--- src/rtl/seq_bin2bcd_display.sv ---
// Sequential double-dabble binary-to-BCD converter, one bit per clock,
// feeding a bank of 7-segment displays with optional leading-zero blanking.
module seq_bin2bcd_display #(
  parameter int WIDTH          = 8,
  parameter int DIGITS         = 3,
  parameter int BLANK_LEADING  = 1,
  parameter int SEG_ACTIVE_LOW = 1
) (
  input  logic                  clock,
  input  logic                  reset,
  input  logic                  start,
  input  logic [WIDTH-1:0]      bin,
  output logic                  busy,
  output logic                  done,
  output logic                  overflow,
  output logic [4*DIGITS-1:0]   bcd,
  output logic [7*DIGITS-1:0]   hex
);

  localparam int CW = $clog2(WIDTH + 1);
  localparam logic [0:0] S_IDLE  = 1'b0;
  localparam logic [0:0] S_SHIFT = 1'b1;

  logic [0:0]          state;
  logic [WIDTH-1:0]    bin_sr;
  logic [4*DIGITS-1:0] scratch;
  logic [4*DIGITS-1:0] adj;
  logic [4*DIGITS-1:0] scratch_nxt;
  logic [CW-1:0]       cnt;
  logic                ovf_acc;
  logic                ovf_out;

  always_comb begin
    adj = scratch;
    for (int d = 0; d < DIGITS; d++) begin
      if (scratch[4*d +: 4] >= 4'd5)
        adj[4*d +: 4] = scratch[4*d +: 4] + 4'd3;
    end
  end

  // The bit leaving the top digit is a carry of 10^DIGITS; dropping it keeps bin mod 10^DIGITS.
  assign scratch_nxt = {adj[4*DIGITS-2:0], bin_sr[WIDTH-1]};
  assign ovf_out     = adj[4*DIGITS-1];
  assign busy        = (state == S_SHIFT);

  always_ff @(posedge clock) begin
    if (reset) begin
      state    <= S_IDLE;
      bin_sr   <= '0;
      scratch  <= '0;
      cnt      <= '0;
      ovf_acc  <= 1'b0;
      done     <= 1'b0;
      overflow <= 1'b0;
      bcd      <= '0;
    end else begin
      done <= 1'b0;
      case (state)
        S_IDLE: begin
          if (start) begin
            bin_sr  <= bin;
            scratch <= '0;
            cnt     <= CW'(WIDTH);
            ovf_acc <= 1'b0;
            state   <= S_SHIFT;
          end
        end
        S_SHIFT: begin
          scratch <= scratch_nxt;
          bin_sr  <= bin_sr << 1;
          cnt     <= cnt - CW'(1);
          ovf_acc <= ovf_acc | ovf_out;
          if (cnt == CW'(1)) begin
            bcd      <= scratch_nxt;
            overflow <= ovf_acc | ovf_out;
            done     <= 1'b1;
            state    <= S_IDLE;
          end
        end
        default: state <= S_IDLE;
      endcase
    end
  end

  function automatic logic [6:0] seg_of(input logic [3:0] d);
    case (d)
      4'd0:    seg_of = 7'b1000000;
      4'd1:    seg_of = 7'b1111001;
      4'd2:    seg_of = 7'b0100100;
      4'd3:    seg_of = 7'b0110000;
      4'd4:    seg_of = 7'b0011001;
      4'd5:    seg_of = 7'b0010010;
      4'd6:    seg_of = 7'b0000010;
      4'd7:    seg_of = 7'b1111000;
      4'd8:    seg_of = 7'b0000000;
      4'd9:    seg_of = 7'b0010000;
      default: seg_of = 7'b1111111;
    endcase
  endfunction

  logic       higher_nz;
  logic [6:0] seg;

  // Decoded only from the result register, so the displays never show scratch values.
  always_comb begin
    hex       = '0;
    higher_nz = 1'b0;
    seg       = 7'b1111111;
    for (int i = DIGITS - 1; i >= 0; i--) begin
      higher_nz = higher_nz | (bcd[4*i +: 4] != 4'd0);
      if (BLANK_LEADING != 0 && i != 0 && !higher_nz)
        seg = 7'b1111111;
      else
        seg = seg_of(bcd[4*i +: 4]);
      hex[7*i +: 7] = (SEG_ACTIVE_LOW != 0) ? seg : ~seg;
    end
  end

endmodule

--- config.mk ---
export PLATFORM = sky130hd
export DESIGN_NAME = seq_bin2bcd_display
export DESIGN_NICKNAME = d
export VERILOG_FILES = /design/src/rtl/seq_bin2bcd_display.sv
export SDC_FILE = /design/constraint.sdc
export NUM_CORES = 1
export LEC_CHECK = 0
export CAP_MARGIN = 20
export CORE_MARGIN = 2
export CORE_UTILIZATION = 50
export CTS_CLUSTER_DIAMETER = 150
export DETAILED_ROUTE_END_ITERATION = 12
export HOLD_SLACK_MARGIN = 0.15
export PLACE_DENSITY = 0.72
export SLEW_MARGIN = 20
export SYNTH_ARGS = -nofsm -noshare
export SYNTH_HDL_FRONTEND = slang
export SYNTH_SLANG_ARGS = --single-unit
--- constraint.sdc ---
create_clock -name clock -period 2.9 [get_ports clock]
set_clock_uncertainty 0.1 [all_clocks]
set_input_delay 0.87 -clock clock [delete_from_list [all_inputs] [get_ports clock]]
set_output_delay 0.87 -clock clock [all_outputs]
set_load 0.01 [all_outputs]
# [Word level (Yosys, flattened, before mapping)]
# Memory sizes are Yosys's and may differ from the RTL's. A register that Yosys moved wholly into a read port is not among the register bits.
# Cells that the tools add are included.
[op_classes] addsub=4 mux=23 eq_ne=2 bitwise_logic=3 multipliers=0 n_lt_le_gt_ge=3 n_reduce_logical=4 shift=0 n_div=0
[ops] cell="2-to-1 mux 4 bit" n=10
[ops] cell="one-hot mux 12 bit (2 select lines)" n=1
[ops] cell="one-hot mux 8 bit (2 select lines)" n=1
[ops] cell="2-to-1 mux 7 bit" n=2
[ops] cell="adder 4 x 2 -> 4 bit (second input constant)" n=3
[ops] cell=">= comparator 4 x 3 -> 1 bit (second input constant)" n=3
[ops] cell="2-to-1 mux 12 bit" n=1
[ops] cell="2-to-1 mux 8 bit" n=1
[ops] cell="one-hot mux 4 bit (2 select lines)" n=1
[ops] cell="nonzero test 4 bit" n=2
[ops] cell="equality test 4 x 1 -> 1 bit (second input constant)" n=1
[ops] cell="2-to-1 mux 1 bit" n=4
[ops] cell="one-hot mux 1 bit (2 select lines)" n=2
[ops] cell="subtractor 4 x 1 -> 4 bit (second input constant)" n=1
[ops] cell="!= test 2 bit (second input constant)" n=1
[ops] cell="bitwise OR 1 bit" n=2
[ops] cell="AND reduction 2 bit" n=1
[ops] cell="OR reduction 2 bit" n=1
[ops] cell="NOT 1 bit" n=1
[totals] ram_bits=0 rom_bits=336 latchBits=0 output_inout_bits=36 n_memories=3 reg_bits=40
[mem_list] memory="(name not given)" depth=16 width=7 rd=1 rd_ports_with_merged_regs=1 wr=0 line="86" rtl="case (d)"
[mem_list] memory="(name not given)" depth=16 width=7 rd=1 rd_ports_with_merged_regs=1 wr=0 line="86"
[mem_list] memory="(name not given)" depth=16 width=7 rd=1 rd_ports_with_merged_regs=1 wr=0 line="86"

# [Logic depth before layout (Yosys ltp)]
[depth] ltp_word=4 depth_mapped=13 ltp_nobuf=12

# [Least setup slack after synthesis]
# No wires, ideal clock.
[synth_timing] path_type="register to register" startpoint="reg scratch[0]" endpoint="reg (tool-made name)" setup_slack_ps=390 synth_period_minus_slack_ps=2510 t_required_ps=2721 stages_incl_launch_ff=11 t_arrival_ps=2331 cell_sequence="dfxtp_1 > inv_1 > ha_1 > and2b_1 > nor3_1 > a21oi_1 > a211oi_1 > inv_1 > ha_1 > a2111o_1 > a22oi_1"
[synth_lines] item="start, declared" line="26" rtl="logic [4*DIGITS-1:0] scratch;"
[synth_lines] item="start signal, assigned" line="69" rtl="scratch <= scratch_nxt;"

# [Worst setup path after layout]
[layout_timing] startpoint="reg bcd[8]" endpoint="out hex[9]"
[layout_between] elab_chain_cells=3
[layout_rtl] item="start, declared" line="16" rtl="output logic [4*DIGITS-1:0] bcd,"
[layout_rtl] item="start signal, assigned" line="74" rtl="bcd <= scratch_nxt;"
[layout_rtl] item="nonzero test 4 bit" line="110" rtl="higher_nz = higher_nz | (bcd[4*i +: 4] != 4'd0);"
[layout_rtl] item="bitwise OR 1 bit" line="110"
[layout_rtl] item="2-to-1 mux 7 bit" line="111" rtl="if (BLANK_LEADING != 0 && i != 0 && !higher_nz)"
[layout_rtl] item="end, declared" line="17" rtl="output logic [7*DIGITS-1:0] hex"
# No other way between the ends.

==> impl_results.md <==
- Synthesized area per cell: 8.63 µm²
- Yosys cell types: 60
- Cell row count: 30
- Status: finished, final reports clean
- Finished Cell Area: 4280 µm²
- Clock sinks: a little over 60
- Via count: 2,918
- Chip Width: a little under 90 µm
- Max Fclk: 358 MHz
- Die Ht: 86.5 µm
- DR pass1 iterations: 4
- Root Buffer: clkbuf_8
- Max IR drop VDD: approximately 380 µV
- Deepest clock path buffer count: 2
- Final HPWL DP: 5.57 mm
- Final Util: 0.641
- IO Port Bufs: 46
- Yosys reg bits: 61
- Placement Cell Area: 4040 µm²
- ANT nets after route: 0
- Final Cycle Share: 0.963
- CP Launch Type: register
- Number of enable flip-flop cells after synthesis: 0
- Slowest stage cell, crit path: clkdlybuf4s50_1
- Setup TNS: 0 ns
- P per Cell Area: a little over 400 nW/µm²
- First-pass GRT wire length: 12.5 mm
- Fin. Hold Viols: 0
- Full die area: 7480 µm²
- Synth Flop Type: dfxtp_1
- RSZ-0062 raised after global routing: no
- Crit path DAT: about 1.8 ns
- Routed wire length: 7.35 mm
- Final setup viols: 0
- Post-route DRC: 0
- Fin nets: 490
- Max stage delay on crit path: 0.53 ns
- H-Tree Depth: 3
- Total GRT Usage: 0.209
- Critical path class: register to output port
- Global route total overflow: 0
- Post-CTS Hold Fix Bufs: 0
- Crit end category: output port
- Worst path cell trace: nor4_4 > nand2_2 > nand2b_1 > clkdlybuf4s50_1
- Crit Path Max Fanout: 6
- DRT iter0 DRCs: 115
- Clock Latency Late Sink: 0.33 ns
- Pre-CTS setup slack: roughly 0.0026 ns
- Initial Util: 0.509
- Fin. max-slew vios: 0
- Diode count: 0
- Leakage power: 1.74 nW
- Ys async rst share: 0
- Area contributors post-synth: dfxtp_1 36%, ha_1 8.5%, nor2_1 5.8%
- Layout cells sized above 1: 0.152
- Synth-to-Final Area Change: 25.9%
- Synth top cells by count: 61 x dfxtp_1, 53 x nor2_1, 30 x a21oi_1
- CTS tree: built
- Worst-path clk slew: 0.06 ns
- Hold crit path type: register to register
- Vias in the first global route: approximately 2.7k
- Synthesized area: 3400 µm²
- Synth top area share: 0.359
- Initial antenna violation count: 0
- Mapped Nets: roughly 430
- IO Pins: 47
- CTS buffer count: 9
- RD Place Congestion: 0.879
- R2R Setup Slk: 0.25 ns
- Seq/Total Area, Yosys: 0.359
- Core area: between 6000 and 7000 µm²
- Final min period: 2.79 ns
- Synth warn: 0
- Fillers: roughly 600
- # Max-Cap Violations: 0
- Cell taking the most area after synthesis: dfxtp_1
- Via-to-Cell Ratio: 5.40
- Largest net degree at the start of global routing: 37
- Final worst slack: 0.107 ns
- Synth Instances: 394
- Slew @ Worst Pin: about 0.55 ns
- Most common cell in the netlist: dfxtp_1
- CP Data Required Time: a little under 2 ns
- Rel. slew slack: 0.628
- WL per Instance: 13.6 µm
==> metrics by stage <==
stage / power [mW] / std cells / hold slack (ns)
after CTS: 1.75 / 537 / 0.397
after floorplan: 1.03 / 394 / 0.354
after global placement: 1.12 / 522 / 0.368
after global routing: 1.82 / 540 / 0.417
after detailed placement: 1.12 / 522 / 0.385
final: 1.74 / 540 / 0.389
==> power breakdown <==
part	internal, mW	switching, mW
Clock	0.327	0.300
Sequential	0.865	0.0156
Combinational	0.118	0.110
==> cell type report <==
type                            count  area, µm²  area share
Timing Repair Buffer               72        701       0.164
Clock buffer                       13        149      0.0348
Tap cell                           80        100      0.0234
Sequential cell                    61       1220       0.285
Inverter                           26        108      0.0251
Multi-Input combinational cell    286       1990       0.466
Clock inverter                      2       10.0     0.00234
==> final timing paths <==
check                           startpoint        end  depth (start not counted)
worst min-delay path             bin_sr[3]  bin_sr[4]                          2
worst max register to register  scratch[0]   register                         10
worst max-delay path                bcd[8]     hex[9]                          4
worst min register to register   bin_sr[3]  bin_sr[4]                          2
==> critical path: cells and delay by family, from the launching register on <==
kind	cells	cell delay, ns
AND/OR/NAND/NOR	3	0.60
flip-flops	1	0.36
buffers and inverters	1	0.53
==> per-layer routing <==
metal  GRT usage  wire, µm  vias up  share of wire
li1            -         -     1503              -
met1       0.278      3530     1351           0.48
met2       0.341      3460       56           0.47
met3      0.0457       271        8          0.037
met4      0.0611        91        0          0.012
met5           0         0        -              0
==> layout by cell type (no fill, tap or decap), types with 3 or more instances in the layout <==
cell,n
nor3_2,3
buf_4,25
o31a_1,3
o31ai_1,4
o21ai_0,12
clkbuf_1,3
mux2_2,3
dlymetal6s2s_1,13
clkbuf_8,10
a21o_1,5
xnor2_1,7
nand2b_1,10
and2_1,6
nand4b_1,3
nor3b_1,8
inv_1,23
or2_2,8
nor3_1,19
clkdlybuf4s50_1,33
nor2b_1,3
a211oi_1,13
mux2i_1,15
dfxtp_1,61
nand2_1,15
a21oi_1,30
nor2_1,53
ha_1,23
==> timing repair <==
item	4_1_cts	5_1_grt
pin swaps	0	2
setup endpoints to repair	14	14
buffers inserted	0	3
resized for setup	4	14
==> kinds of logic (layout without fill, tap and decap cells) <==
kind of cell,after synthesis,in the layout,share of synthesized area
xor+xnor,7,7,0.0180
fa+ha+maj,23,23,0.0846
flops,61,61,0.359
buf+inv,47,113,0.0644
compound gates,92,92,0.191
simple gates,145,145,0.225
mux,19,19,0.0585
Note: power is estimated with default switching activity, not from simulation.
